<file path="config.mk">
export PLATFORM = sky130hd
export DESIGN_NAME = led_seq_ctrl
export DESIGN_NICKNAME = d
export VERILOG_FILES = /design/src/rtl/led_seq_ctrl.sv
export SDC_FILE = /design/constraint.sdc
export NUM_CORES = 1
export LEC_CHECK = 0
export ABC_CLOCK_PERIOD_IN_PS = 2050
export BUFFER_PORTS_ARGS = -buffer_cell sky130_fd_sc_hd__buf_2
export CAP_MARGIN = 20
export CORE_ASPECT_RATIO = 0.8
export CORE_MARGIN = 4
export CORE_UTILIZATION = 55
export CTS_CLUSTER_SIZE = 20
export DETAILED_ROUTE_END_ITERATION = 16
export PLACE_DENSITY = 0.78
export SYNTH_ARGS = -nofsm -noshare
export SYNTH_HDL_FRONTEND = slang
export SYNTH_SLANG_ARGS = --single-unit
export TNS_END_PERCENT = 10
</file>
<file path="constraint.sdc">
create_clock -name clk -period 2.05 [get_ports clk]
set_clock_uncertainty 0.05 [all_clocks]
set_input_delay 0.41 -clock clk [delete_from_list [all_inputs] [get_ports clk]]
set_output_delay 0.41 -clock clk [all_outputs]
set_load 0.02 [all_outputs]
</file>
<file path="src/rtl/led_seq_ctrl.sv">
// LED pattern sequencer control: button conditioning, LOAD/RUN step timing,
// pause handling and mode advance (manual via btn_next, automatic via auto_en).
module led_seq_ctrl #(
  parameter int TICK_DIV       = 25000000,
  parameter int STEPS_PER_MODE = 16
) (
  input  logic       clk,
  input  logic       reset,
  input  logic       btn_next,
  input  logic       btn_pause,
  input  logic       auto_en,
  output logic [1:0] mode,
  output logic       step,
  output logic       restart,
  output logic       hold
);

  localparam int PW = (TICK_DIV > 2) ? $clog2(TICK_DIV) : 1;
  localparam int CW = (STEPS_PER_MODE > 1) ? $clog2(STEPS_PER_MODE) : 1;

  typedef enum logic {LOAD, RUN} state_t;

  state_t        state_reg, state_next;
  logic [1:0]    mode_reg, mode_next;
  logic [PW-1:0] presc_reg, presc_next;
  logic [CW-1:0] cnt_reg, cnt_next;
  logic          paused_reg, paused_next;

  // Bit 0 = next button, bit 1 = pause button
  logic [1:0] btn_raw;
  logic [1:0] sync1_reg, sync2_reg, prev_reg, btn_edge;

  assign btn_raw = {btn_pause, btn_next};

  generate
    for (genvar gi = 0; gi < 2; gi++) begin : g_btn
      always_ff @(posedge clk or posedge reset) begin
        if (reset) begin
          sync1_reg[gi] <= 1'b0;
          sync2_reg[gi] <= 1'b0;
          prev_reg[gi]  <= 1'b0;
        end else begin
          sync1_reg[gi] <= btn_raw[gi];
          sync2_reg[gi] <= sync1_reg[gi];
          prev_reg[gi]  <= sync2_reg[gi];
        end
      end
      assign btn_edge[gi] = sync2_reg[gi] & ~prev_reg[gi];
    end
  endgenerate

  logic next_edge, pause_edge, presc_last, cnt_last, step_fire;

  assign next_edge  = btn_edge[0];
  assign pause_edge = btn_edge[1];
  assign presc_last = (presc_reg == PW'(TICK_DIV - 1));
  assign cnt_last   = (cnt_reg == CW'(STEPS_PER_MODE - 1));
  assign step_fire  = (state_reg == RUN) && !paused_reg && presc_last;

  always_ff @(posedge clk or posedge reset) begin
    if (reset) begin
      state_reg  <= LOAD;
      mode_reg   <= 2'd0;
      presc_reg  <= '0;
      cnt_reg    <= '0;
      paused_reg <= 1'b0;
    end else begin
      state_reg  <= state_next;
      mode_reg   <= mode_next;
      presc_reg  <= presc_next;
      cnt_reg    <= cnt_next;
      paused_reg <= paused_next;
    end
  end

  always_comb begin
    state_next  = state_reg;
    mode_next   = mode_reg;
    presc_next  = presc_reg;
    cnt_next    = cnt_reg;
    paused_next = paused_reg ^ pause_edge;
    if (state_reg == LOAD) begin
      presc_next = '0;
      cnt_next   = '0;
      state_next = RUN;
    end else begin
      // A manual edge and an auto-advance in the same cycle share one increment
      if (next_edge || (step_fire && cnt_last && auto_en)) begin
        mode_next  = mode_reg + 2'd1;
        state_next = LOAD;
      end else if (step_fire) begin
        presc_next = '0;
        cnt_next   = cnt_last ? '0 : cnt_reg + CW'(1);
      end else if (!paused_reg) begin
        presc_next = presc_reg + PW'(1);
      end
    end
  end

  assign mode    = mode_reg;
  assign step    = step_fire;
  assign restart = (state_reg == LOAD);
  assign hold    = paused_reg;

endmodule

</file>
# Word level (Yosys, flattened, before mapping)
# Index checks and enable logic that the tools add are counted.
# classes
add_sub_neg	3
n_eq_ne	5
muxes	10
n_bitwise	6
n_reduce_logical	9
# op_table
operator	n
25-bit 2-to-1 mux	4
25-bit by 1-bit adder with 25-bit output, second input constant	1
25-bit equality test, second input constant	1
4-bit 2-to-1 mux	4
2-bit AND reduction	3
4-bit by 1-bit adder with 4-bit output, second input constant	1
4-bit equality test, second input constant	1
1-bit logical AND	4
3-bit by 2-bit inequality test with 1-bit output, second input constant	1
1-bit NOT	3
2-bit by 1-bit adder with 2-bit output, second input constant	1
1-bit bitwise AND	2
1-bit 2-to-1 mux	2
2-bit by 1-bit inequality test with 1-bit output, second input constant	1
2-bit inequality test, second input constant	1
1-bit zero test	1
1-bit logical OR	1
1-bit bitwise XOR	1
# totals
reg_bits	39
in_bits	5
out_inout_bits	5
wordCells	44

# Longest topological paths before layout
# Gate-level depths: netlist of the first run.
# depth
depth_word	8
mapped_depth	8
depth_no_buf	6

# Worst setup path before layout of the first run
# No wires, ideal clock.
# synth_timing
path_type	flip-flop to flip-flop
startpoint	register presc_reg[0]
endpoint	register presc_reg[24]
setup_time_ns	0.124
arrival_time_ns	2.045
required_time_ns	1.876
slack_ns	-0.169
path_stages_with_launch	7
path_buffers	0
synth_period_minus_slack_ns	2.219
cell_sequence	dfrtp_1 -> ha_1 -> nand3_1 -> or4_1 -> or3_1 -> and3_1 -> a211o_1
# synth_between
elab_chain_len	7
elab_cells_between_ends	13
cone_classes	1 x add/sub; 3 x eq/ne; 4 x mux; 5 x reduce/logical
# synth_lines
item	line_no	rtl
start: declaration	25	logic [PW-1:0] presc_reg, presc_next;
start signal: assignment	70	presc_reg <= presc_next;
parallel branches: the longest is 7 deep, another holds 25-bit by 1-bit adder with 25-bit output	--	
# Parallel ways; which one is timed is not known. The select of a mux whose other input is x is not followed.
# A chain may end at the register's enable or synchronous reset.

# Worst setup path after layout of the first run
# layout_timing
startpoint	register presc_reg[23]
endpoint	output step
# layout_between
elab_chain_len	2
# layout_lines
item	line_no	rtl
25-bit equality test	56	assign presc_last = (presc_reg == PW'(TICK_DIV - 1));
1-bit logical AND	58	assign step_fire = (state_reg == RUN) && !paused_reg && presc_last;
end: declaration	13	output logic step,
# Every way passes these cells.

==> flow_summary.ini, run 1 <==
[clock_tree]
insertion_delay_ns = 0.30
cts_buffer_depth = 2
clkSinkCount = 39
cts_tree = yes
numCtsBuffers = 5
holdBufCountCts = 0
clkTransAtPathRegs_ns = 0.08
ctsRootBufferMaster = clkbuf_8
h-tree-depth = 2

[setup_path]
crit_required_ns = 1.59
regToRegSetupSlack_ns = -0.25
timing.rr.start = presc_reg[23]
timing.rr.end = presc_reg[24]
startpoint_type = register
end_kind = primary output
worstPathMaxFanout = 2
crit_start = presc_reg[23]
critical_path_class = reg2out
ff2ff_path_depth = 6
endpoint = step
crit_arrival_ns = 1.84

[layout]
stdcell_area_mm2 = 0.00280
area_growth_pct = 32.0
finalNetCount = 291
final_layout_size_suffix_gt1_share_pct = 30.9
antenna_cells = 0
largest_reg_flops = 25

[yosys]
synthXorXnorAreaFrac_pct = 1.65
ys_ff_latch = 39
synth_top_family_by_area = simple AND/OR/NAND/NOR gates
ys_seq_area_share_pct = 46.0
synth-simple-area-share_pct = 29.5
synth_compound_area_share_pct = 13.4
synthArstFlopShare_pct = 100
yosys_warnings = 0
synthCells = 228
synth_edf_count = 0
synth_cell_types = 46
synthAdderAreaFrac_pct = 1.18
synth_nets = 235
synthMuxAreaShare_pct = 3.30
syn_avg_cell_area_um2 = 9.31
synth_flop_cell = dfrtp_1
syn-cell-area_mm2 = 0.00212

[sta]
finalCriticalPeriod_ns = 2.30
clock.fmax_ghz = 0.435
timing.final.crit_share_pct = 112
fin_ws_ns = -0.251
hold-worst-slack_ns = 0.157
worst_pin_slew_ns = 0.486
final.setup.tns_ns = -4.41
finalMaxSlewViolations = 0
finalHoldViolations = 0
setup_viol = 26
grt_setup_unrepaired = true
relSlewSlack_pct = 67.3

[routing]
vias_per_cell = 6.55
drt_wl_total_um = 5970
drc = 0
wl_met1_um = 2450
drtIter0Drc = 247
route.met3.wl_um = 440
dr.max_layer_used = met4
wl_per_cell_um = 18.3
drtPass1Iterations = 5
ant_nets = 0
dr_total_vias = 2141
met2_wirelength_um = 2920

[floorplanning]
dieArea_mm2 = 0.00492
die-height_um = 63.6
io_pins = 10
start_util_pct = 59.5
die-width_um = 77.5
core_area_mm2 = 0.00357
num_rows = 19

[grt]
grt_max_degree = 40
grt_overflow = 0
grt_pass1_vias = 2084
track_usage_pct = 24.7
grt_pass1_wl_um = 9620
antenna_found_initial = 0

[hold_path]
hold_path.class = in2async

[placed_design]
place_area_mm2 = 0.00254
place_hpwl_um = 3970
dp_slack_ns = -0.0701
gp_congestion = 0.931
io_buffer_count = 9

[power_and_ir_drop]
ir_worst_vdd_uv = 634
cellPowerDensity_mw_per_mm2 = 808
p_leak_nw = 1.25

[status]
status = finished, violations left
violations = setup timing

[flow_run]
cap_violations = 0
[report_power, final]
part / internal [mW] / switching, mW
Combinational: 0.304 / 0.406
Clock: 0.394 / 0.281
Sequential: 0.832 / 0.0477
[through the flow]
| step | power [mW] | cells | utilization [%] |
|---|---|---|---|
| 2_1_floorplan | 1.26 | 228 | - |
| 3_3_place_gp | 1.50 | 314 | 71.4 |
| 3_5_place_dp | 1.53 | 314 | 71.4 |
| 4_1_cts | 2.20 | 323 | 75.4 |
| 5_1_grt | 2.36 | 327 | 78.6 |
| 6_report | 2.26 | 327 | 78.6 |
[worst max-delay path: stages (launching register included)]
cell	delay, ns
dfrtp_1	0.38
nand4b_1	0.19
or4b_4	0.56
buf_6	0.14
nor3_4	0.12
buf_6	0.14
[kinds of logic after synthesis]
logic type | count (synthesis)
and+or+nand+nor | 109
AOI/OAI and AO/OA | 44
DFF | 39
buffers and inverters | 23
muxes | 7
xor gates and xnor gates | 4
adders and majority gates | 2
[layer usage]
| layer | vias to the layer above | track usage, % |
|---|---|---|
| met1 | 1054 | 32.0 |
| met2 | 105 | 41.3 |
| met5 | - | 0 |
| met3 | 19 | 4.27 |
| met4 | 0 | 9.33 |
| li1 | 963 | - |
[cell type report]
cell class | count | area, µm²
Multi-Input combinational cell | 166 | 1150
Sequential cell | 39 | 977
Fill cell | 236 | 763
Timing Repair Buffer | 58 | 450
Clock buffer | 6 | 82.6
Inverter | 14 | 52.6
Tap cell | 42 | 52.6
Clock inverter | 2 | 35.0
[synthesized netlist by cell type (2+ instances only)]
cell	instances	area [µm²]
nor4_2	2	25.0
or3_1	8	50.1
nand4_1	13	81.3
and3_1	8	50.1
nor3b_1	2	15.0
o21ai_1	8	40.0
a211o_1	4	35.0
nor2_1	7	26.3
ha_1	2	25.0
mux2i_1	7	70.1
dfrtp_1	39	976
nand2b_1	2	12.5
o21ai_0	4	20.0
or4_1	3	22.5
nand2_1	18	67.6
xnor2_1	4	35.0
buf_2	5	25.0
nor4_1	4	25.0
a21o_1	3	22.5
inv_1	14	52.6
a21oi_1	15	75.1
nor3_1	8	40.0
nand3_1	24	120
nand4b_1	2	17.5
[layout by cell type (no fill, tap or decap), types with 2 or more instances in the layout]
master,n
nand4_1,13
a211o_1,4
nor4_2,3
a21oi_2,5
and3_1,8
buf_4,43
a21oi_1,10
nor3_1,6
nor2_1,7
buf_6,6
or4_1,3
nand2_4,2
mux2i_1,7
o21ai_1,9
o21ai_0,2
nand2b_1,2
or3_1,8
ha_2,2
inv_1,14
buf_2,8
a21o_1,3
xnor2_1,4
nor4_1,3
dfrtp_1,38
clkbuf_8,6
nand4b_1,2
nand2_1,16
nand3_1,23
[worst min path at each step]
stage	cells after the start	slack [ns]	end	startpoint
final	3	0.16	sync1_reg[1]	reset
after global routing	1	0.16	sync1_reg[1]	btn_pause
after CTS	1	0.16	sync1_reg[1]	btn_pause
after detailed placement	0	0.29	sync2_reg[1]	sync1_reg[1]
after global placement	0	0.28	sync2_reg[0]	sync1_reg[0]
after floorplan	0	0.28	sync2_reg[0]	sync1_reg[0]
[repair_timing]
item / in CTS / in global routing
endpoints found under the setup margin: 21 / 30
pin swaps: 5 / 8
resized for setup: 5 / 21
gates cloned: 0 / 0
buffers inserted: 1 / 4
(Power assumes the default switching activity.)
==> run 2: changes to the inputs <==
--- a/config.mk
+++ b/config.mk
@@ -7,5 +7,5 @@
 export LEC_CHECK = 0
 export ABC_CLOCK_PERIOD_IN_PS = 2050
-export BUFFER_PORTS_ARGS = -buffer_cell sky130_fd_sc_hd__buf_2
+export BUFFER_PORTS_ARGS = -buffer_cell sky130_fd_sc_hd__clkbuf_2
 export CAP_MARGIN = 20
 export CORE_ASPECT_RATIO = 0.8
==> constraint.sdc (replaced) <==
create_clock -name clk -period 2.05 [get_ports clk]
set_clock_uncertainty 0.05 [all_clocks]
set_input_delay 0 -clock clk [delete_from_list [all_inputs] [get_ports clk]]
set_output_delay 0 -clock clk [all_outputs]
set_load 0.02 [all_outputs]
==> run 2 against run 1 <==
The flow still finishes with violations (setup timing); worst setup slack improved by 0.16 ns; critical path depth increased by 1; flip-flop and latch count unchanged; utilization decreased by 2.0 points; routed wire length decreased by 12%; highest routed layer unchanged; power decreased by 2.6%; clock power decreased by 3.3%; global-route usage decreased by 2.2 points; register-to-register slack improved by 0.16 ns; die area unchanged.
==> flow_summary.ini, run 2 (same netlist as run 1, synthesis figures left out) <==
[status]
status = finished, violations left
violations = setup timing

[setup_path]
crit_required_ns = 2.20
ff2ff_path_depth = 6
crit_start = hold
cp_cell_sequence = nand4b_1, or4b_4, o31a_1, buf_4, a21o_1, a21o_1
end_kind = register
crit_arrival_ns = 2.29
timing.rr.start = hold
regToRegSetupSlack_ns = -0.09
worstPathMaxFanout = 7
timing.rr.end = presc_reg[3]
startpoint_type = register
crit_path_top_delay_cell = or4b_4
cp_common_cell = a21o_1
endpoint = presc_reg[3]
critical_path_class = reg2reg
crit_path_max_incr_delay_ns = 0.55
cp_num_cells = 6
timing.critical_path.buf_inv = 1
critical-path-top-delay-family = simple AND/OR/NAND/NOR gates

[sta]
grt_setup_unrepaired = true
finalCriticalPeriod_ns = 2.14
hold-worst-slack_ns = 0.227
setup_viol = 14
relSlewSlack_pct = 75.3
worst_pin_slew_ns = 0.367
final.setup.tns_ns = -0.351
clock.fmax_ghz = 0.468
finalMaxSlewViolations = 0
finalHoldViolations = 0
fin_ws_ns = -0.0889
timing.final.crit_share_pct = 104

[routing]
wl_per_cell_um = 16.3
vias_per_cell = 6.11
drt_wl_total_um = 5280
drtIter0Drc = 136
drtPass1Iterations = 6
ant_nets = 0
drc = 0
dr_total_vias = 1981

[layout]
largest_reg_flops = 25
multiInputGateArea_mm2 = 0.00111
antenna_cells = 0
finalNetCount = 288
final_layout_size_suffix_gt1_share_pct = 27.3
ff_latch_area_um2 = 978
area_growth_pct = 28.6
final_common_cell = buf_4
fillers = 252
final_cell_mix = buf_4 (40), dfrtp_1 (37), nand3_1 (23), nand2_1 (18), inv_1 (14)

[flow_run]
cap_violations = 0

[placed_design]
io_buffer_count = 9
gp_congestion = 1.00
place_hpwl_um = 3780

[floorplanning]
start_util_pct = 59.5
die-width_um = 77.5
die-height_um = 63.6
io_pins = 10
dieArea_mm2 = 0.00492
num_rows = 19
core_area_mm2 = 0.00357

[grt]
grt_pass1_wl_um = 8830
grt_max_degree = 26
antenna_found_initial = 0
track_usage_pct = 22.5
grt_pass1_vias = 1898
grt_overflow = 0

[power_and_ir_drop]
cellPowerDensity_mw_per_mm2 = 808
p_leak_nw = 1.20
comb_power_share_pct = 30.8
seqPwrFrac_pct = 39.6
power.share.clock_pct = 29.6
power_mw = 2.21
ir_worst_vdd_uv = 680
p_switching_mw = 0.702
internal_power_mw = 1.50
swShare_pct = 31.8

[clock_tree]
h-tree-depth = 2
ctsRootBufferMaster = clkbuf_8
numCtsBuffers = 5
insertion_delay_ns = 0.30
post_cts_buffers = 0
clkSinkCount = 39
clkTransAtPathRegs_ns = 0.08
cts_buffer_depth = 2
cts_tree = yes

[hold_path]
hold_path.class = in2async
-- run 2: layer usage --
| metal | wire [µm] | GRT usage [%] |
|---|---|---|
| met5 | 0 | 0 |
| met4 | 102 | 7.78 |
| met3 | 387 | 5.13 |
| met2 | 2430 | 34.3 |
| met1 | 2360 | 31.4 |
-- run 2: worst min path at each step --
stage	start	endpoint	slack, ns	cells after the start
floorplan	btn_next	sync1_reg[0]	-0.02	0
global placement	reset	presc_reg[15]	-0.02	3
detailed placement	reset	presc_reg[15]	0.0007	3
CTS	reset	sync1_reg[1]	0.23	4
global route	reset	presc_reg[22]	0.30	4
finish	reset	sync1_reg[1]	0.23	4
-- run 2: what timing repair did --
item | CTS | global route
setup endpoints to repair | 16 | 25
endpoints found under the hold margin | 41 | 0
gates resized for setup | 2 | 10
pin swaps | 1 | 4
hold buffers | 3 | 0
-- run 2: through the flow --
| step | instances | cell area (µm²) | utilization, % | worst slack (ns) |
|---|---|---|---|---|
| after detailed placement | 313 | 2540 | 71.2 | -0.0821 |
| after global routing | 324 | 2730 | 76.6 | -0.191 |
| after floorplan | 228 | 2160 | - | -0.0706 |
| final | 324 | 2730 | 76.6 | -0.0889 |
| after global placement | 313 | 2540 | 71.2 | -0.0459 |
| after CTS | 324 | 2690 | 75.4 | -0.0893 |
-- run 2: worst reg2reg max path, cell delays in order (launching register included) --
cell,delay [ns]
dfrtp_2,0.40
nand4b_1,0.16
or4b_4,0.55
o31a_1,0.36
buf_4,0.20
a21o_1,0.15
a21o_1,0.17
-- run 2: power groups by stage --
stage / Clock (mW) / Sequential, mW / Combinational [mW]
3_3_place_gp: 0 / 0.885 / 0.635
3_5_place_dp: 0 / 0.889 / 0.648
5_1_grt: 0.697 / 0.886 / 0.738
6_report: 0.652 / 0.874 / 0.680
4_1_cts: 0.659 / 0.875 / 0.662
2_1_floorplan: 0 / 0.942 / 0.341
-- run 2: final cells by class --
type	count	area share, %
multi-input combinational	166	40.8
inverter	14	1.92
tap	42	1.92
clock inverter	3	1.69
clock buffer	5	2.52
sequential	39	35.8
timing repair buffer	55	15.3
